===== src/rtl/serial_subtractor.sv =====
// serial_subtractor
// ------------------------------------------------------------------------
// Bit-serial subtractor: computes (a - b - bin) mod 2^WIDTH one bit per
// clock, LSB first. It uses one full-subtractor cell with a registered
// borrow, so it trades latency for area. Each operation takes WIDTH cycles
// from acceptance to done.
//
// Parameters:
//   WIDTH  operand/result width in bits (2..32)
//
// Ports:
//   clk    in   rising-edge clock
//   rst_n  in   asynchronous active-low reset
//   start  in   operation request, sampled only while idle
//   a      in   minuend, captured when start is accepted
//   b      in   subtrahend, captured when start is accepted
//   bin    in   borrow-in, captured when start is accepted
//   busy   out  high while an operation is in progress
//   done   out  one-cycle pulse when diff/bout update
//   diff   out  result, held stable until the next done
//   ovf    out  signed overflow flag (only with SERIAL_SUB_OVF_EN)
//   bout   out  final borrow-out (1 = unsigned a < b + bin)
//
// Optional feature:
//   Define SERIAL_SUB_OVF_EN to add the ovf output. It reports signed
//   two's-complement overflow of a - b - bin.
// ------------------------------------------------------------------------
module serial_subtractor #(
    parameter int WIDTH = 8
) (
    input  logic             clk,
    input  logic             rst_n,
    input  logic             start,
    input  logic [WIDTH-1:0] a,
    input  logic [WIDTH-1:0] b,
    input  logic             bin,
    output logic             busy,
    output logic             done,
    output logic [WIDTH-1:0] diff,
`ifdef SERIAL_SUB_OVF_EN
    output logic             ovf,
`endif
    output logic             bout
);

    localparam int CW = (WIDTH > 2) ? $clog2(WIDTH) : 1;

    typedef enum logic {
        IDLE = 1'b0,
        RUN  = 1'b1
    } state_t;

    state_t           state;
    state_t           state_next;

    logic [WIDTH-1:0] a_sr;
    logic [WIDTH-1:0] b_sr;
    // Holds only the WIDTH-1 bits already produced. The bit from the
    // current cycle is always taken from the cell output, so the final
    // result is {cell bit, r_sr}.
    logic [WIDTH-2:0] r_sr;
    logic [WIDTH-1:0] r_full;
    logic             brw;
    logic [CW-1:0]    cnt;

    logic             d;
    logic             brw_next;
    logic             last;

`ifdef SERIAL_SUB_OVF_EN
    logic             a_msb;
    logic             b_msb;
`endif

    // Full-subtractor cell acting on the current LSBs.
    assign d        = a_sr[0] ^ b_sr[0] ^ brw;
    assign brw_next = (~a_sr[0] & b_sr[0]) | (~(a_sr[0] ^ b_sr[0]) & brw);
    assign r_full   = {d, r_sr};
    assign last     = (state == RUN) && (cnt == CW'(WIDTH - 1));

    always_ff @(posedge clk or negedge rst_n) begin
        if (!rst_n) begin
            state <= IDLE;
        end else begin
            state <= state_next;
        end
    end

    always_comb begin
        state_next = state;
        busy       = 1'b0;
        case (state)
            IDLE: begin
                if (start) begin
                    state_next = RUN;
                end
            end
            RUN: begin
                busy = 1'b1;
                if (last) begin
                    state_next = IDLE;
                end
            end
            default: begin
                state_next = IDLE;
            end
        endcase
    end

    // Datapath. Operands are captured only on acceptance, so a start that
    // arrives while RUN cannot disturb an operation in progress.
    always_ff @(posedge clk or negedge rst_n) begin
        if (!rst_n) begin
            a_sr  <= '0;
            b_sr  <= '0;
            r_sr  <= '0;
            brw   <= 1'b0;
            cnt   <= '0;
            diff  <= '0;
            bout  <= 1'b0;
            done  <= 1'b0;
`ifdef SERIAL_SUB_OVF_EN
            a_msb <= 1'b0;
            b_msb <= 1'b0;
            ovf   <= 1'b0;
`endif
        end else begin
            done <= 1'b0;
            if (state == IDLE) begin
                if (start) begin
                    a_sr  <= a;
                    b_sr  <= b;
                    brw   <= bin;
                    cnt   <= '0;
`ifdef SERIAL_SUB_OVF_EN
                    a_msb <= a[WIDTH-1];
                    b_msb <= b[WIDTH-1];
`endif
                end
            end else begin
                a_sr <= a_sr >> 1;
                b_sr <= b_sr >> 1;
                r_sr <= r_full[WIDTH-1:1];
                brw  <= brw_next;
                cnt  <= cnt + 1'b1;
                if (last) begin
                    diff <= r_full;
                    bout <= brw_next;
                    done <= 1'b1;
`ifdef SERIAL_SUB_OVF_EN
                    ovf  <= (a_msb != b_msb) && (r_full[WIDTH-1] != a_msb);
`endif
                end
            end
        end
    end

endmodule


===== config.mk =====
export PLATFORM = sky130hd
export DESIGN_NAME = serial_subtractor
export DESIGN_NICKNAME = d
export VERILOG_FILES = /design/src/rtl/serial_subtractor.sv
export SDC_FILE = /design/constraint.sdc
export NUM_CORES = 1
export LEC_CHECK = 0
export BUFFER_PORTS_ARGS = -buffer_cell sky130_fd_sc_hd__buf_4
export CORE_UTILIZATION = 40
export CTS_CLUSTER_DIAMETER = 30
export DETAILED_ROUTE_END_ITERATION = 7
export GPL_ROUTABILITY_DRIVEN = 0
export GPL_TIMING_DRIVEN = 0
export HOLD_SLACK_MARGIN = 0.1
export PLACE_DENSITY = 0.64
export SLEW_MARGIN = 20
export SYNTH_ARGS = -nofsm -noshare
export SYNTH_HDL_FRONTEND = slang
export SYNTH_SLANG_ARGS = --single-unit

===== constraint.sdc =====
create_clock -name clk -period 1.7 [get_ports clk]
set_input_delay 0.085 -clock clk [delete_from_list [all_inputs] [get_ports clk]]
set_output_delay 0.085 -clock clk [all_outputs]
set_load 0.01 [all_outputs]

==> metrics.yaml <==
run_status:
  status: "finished clean"
finish:
  layout-drive-gt1-share_pct: 34.1
  fin_area_um2: 2190
  antenna_cells: 0
  fin_cells: 223
  nets: 195
  area_growth_pct: 30.9
  final_util_pct: 54.8
synth:
  ys_top_cells_by_area: "dfrtp_1 57%, mux2i_1 12%, mux2_4 12%, nand2_1 3.1%, o21ai_0 2.1%"
  synthesis.area_um2: 1670
  synth.net_count: 146
  synth_top_cell_by_area: "dfrtp_1"
  synth_cell_types: 19
  ys_seq_area_share_pct: 56.8
  postSynthAreaPerCell_um2: 13.6
  synth-seq-cells: 38
  yosysWarnings: 0
  synth_cells: 123
  synth_top_area_share_pct: 56.8
critical_path:
  crit_path_end_kind: "flip-flop"
  cp_max_fo: 10
  cp-start-kind: "flip-flop"
  cp.required_ns: 1.87
  criticalPathCategory: "flip-flop to flip-flop"
  cp.arrival_ns: 1.62
  regToRegSetupSlack_ns: 0.25
timing:
  tns_ns: 0
  fmax_mhz: 690
  min_period_over_period_pct: 85.2
  final.setup_skew_ns: 0.00524
  timing.slew.headroom_pct: 68.4
  rsz0062_at_grt: "false"
  finalSetupViolCount: 0
  min_period_ns: 1.45
  worstMarginPinSlew_ns: 0.475
  hold_viol_final: 0
  maxSlewViolCount: 0
placed_design:
  io_buffer_count: 29
  place_area_um2: 1950
  placedCellCount: 202
  hpwlAfterDp_mm: 2.05
routing:
  vias: 1062
  drt_first_pass_iters: 4
  drt_iter0_markers: 62
  ant_nets: 0
  wl_mm: 2.96
  drc: 0
  via_per_inst: 4.76
  post_drt_wl_per_cell_um: 13.3
global_routing:
  gr-total-overflow: 0
  grt_use_total_pct: 15.6
  grt_pass1_wl_mm: 5.00
  antenna_found_initial: 0
  globalRouteMet1Util_pct: 18.6
  top_usage_layer: "met2"
  met3_usage_pct: 4.28
  use_met2_pct: 25.5
  grt_max_degree: 39
  grt_pass1_vias: 1106
cts:
  cts_setup_buffers: 0
  root_buffer: "clkbuf_8"
  cts_buffers: 5
  clkLatencyLatePin_ns: 0.29
  htreeDepth: 2
  cts_buffer_depth: 2
  cts.clk_slew.worst_paths_ns: 0.07
  clock_sinks: 38
  cts_tree: "built"
  ctsResizeCount: 0
  hold_buffers: 13
die:
  start_util_pct: 41.9
  core_um2: 4000
  die_h_um: 66.7
  ioPinCount: 31
  die_w_um: 66.7
  dieArea_um2: 4450
  fp-row-count: 23
power:
  peakVddDrop_mv: 0.623
  total_power_mw: 3.74
  p_leak_nw: 1.11
  p_per_area_nw_per_um2: 1710
  pwr-share-seq_pct: 41.4
  power_frac_clock_pct: 19.9
  internal-power_mw: 2.61
  combPwrFrac_pct: 38.7
  switching_share_pct: 30.2
  p_switching_mw: 1.13
job:
  maxCapViolations: 0
worst_hold_path:
  worstHoldPathType: "input pin to flip-flop"
## state kept, by name, indices dropped and copies added (netlist names)
name   count
brw        1
state      1
cnt        3
done       1
diff       8
b_sr       8
r_sr       7
bout       1
a_sr       8
## logic make-up after synthesis
kind of cell | synth area share, %
AOI/OAI and AO/OA | 5.53
adders and majority gates | 2.69
buffers and inverters | 5.01
DFF | 56.8
muxes | 25.0
and+or+nand+nor | 5.01
## area by class of cell
cell class	instances	area, µm²
inverters	4	15.0
repair buffers	42	348
well taps	50	62.6
plain buffers	7	68.8
fillers	342	1810
flip-flops and latches	38	951
clock inverters	1	30.0
multi-input cells	74	639
clock buffers	7	76.3
## path summary, 6_finish.rpt
kind | start | endpoint | cells past startpoint
min in group asynchronous | rst_n | b_sr[0]$_DFFE_PN0P_ | 2
hold / removal | b[4] | b_sr[4]$_DFFE_PN0P_ | 3
hold reg to reg | b_sr[2]$_DFFE_PN0P_ | b_sr[1]$_DFFE_PN0P_ | 2
setup reg to reg | cnt[0]$_DFFE_PN0P_ | diff[1]$_DFFE_PN0P_ | 4
setup / recovery | cnt[0]$_DFFE_PN0P_ | diff[1]$_DFFE_PN0P_ | 4
max in group asynchronous | rst_n | a_sr[6]$_DFFE_PN0P_ | 2
## synth_stat cells
cell,count
mux2_2,2
buf_2,2
clkbuf_2,1
buf_6,3
fa_1,1
mux2i_1,20
a22o_1,2
nand2_4,1
nand2b_2,1
inv_1,4
nand2_1,14
o21ai_1,7
o21ai_0,7
ha_1,2
nor2_1,3
buf_12,1
mux2_4,13
dfrtp_1,38
a21oi_1,1
## through the flow
stage                     setup slack (ns)  hold slack [ns]
after floorplan                      0.318           -0.211
after global placement               0.259           0.0760
after detailed placement             0.237           0.0816
after CTS                            0.232            0.103
after global routing                 0.180            0.130
final                                0.252           0.0926
## worst max-delay path, cell delays in order, from the launching register on
cell	delay [ns]
dfrtp_1	0.41
ha_1	0.21
ha_1	0.22
nand2_4	0.19
mux2_4	0.32
## metal layers
metal  wire (µm)  share of wire (%)
met4          59                2.0
met5           0                  0
met3         146                4.9
met2        1430                 48
met1        1320                 45
## power by group through the flow
| stage | Combinational (mW) | Sequential [mW] | Clock, mW |
|---|---|---|---|
| after floorplan | 0.987 | 1.57 | 0 |
| after global placement | 1.40 | 1.55 | 0 |
| after detailed placement | 1.46 | 1.58 | 0 |
| after CTS | 1.48 | 1.56 | 0.757 |
| after global routing | 1.61 | 1.61 | 0.795 |
| final | 1.45 | 1.55 | 0.745 |
## cell usage in the layout (no fill, tap or decap), types with 2 or more instances in the layout
master / instances
dfrtp_1: 38
buf_4: 29
mux2i_1: 20
nand2_1: 14
mux2_4: 13
dlygate4sd3_1: 13
o21ai_1: 7
o21ai_0: 7
clkbuf_8: 5
inv_1: 4
buf_6: 3
nor2_1: 3
buf_2: 2
a22o_1: 2
mux2_2: 2
ha_1: 2
clkbuf_1: 2
Note: power is estimated with default switching activity, not from simulation.
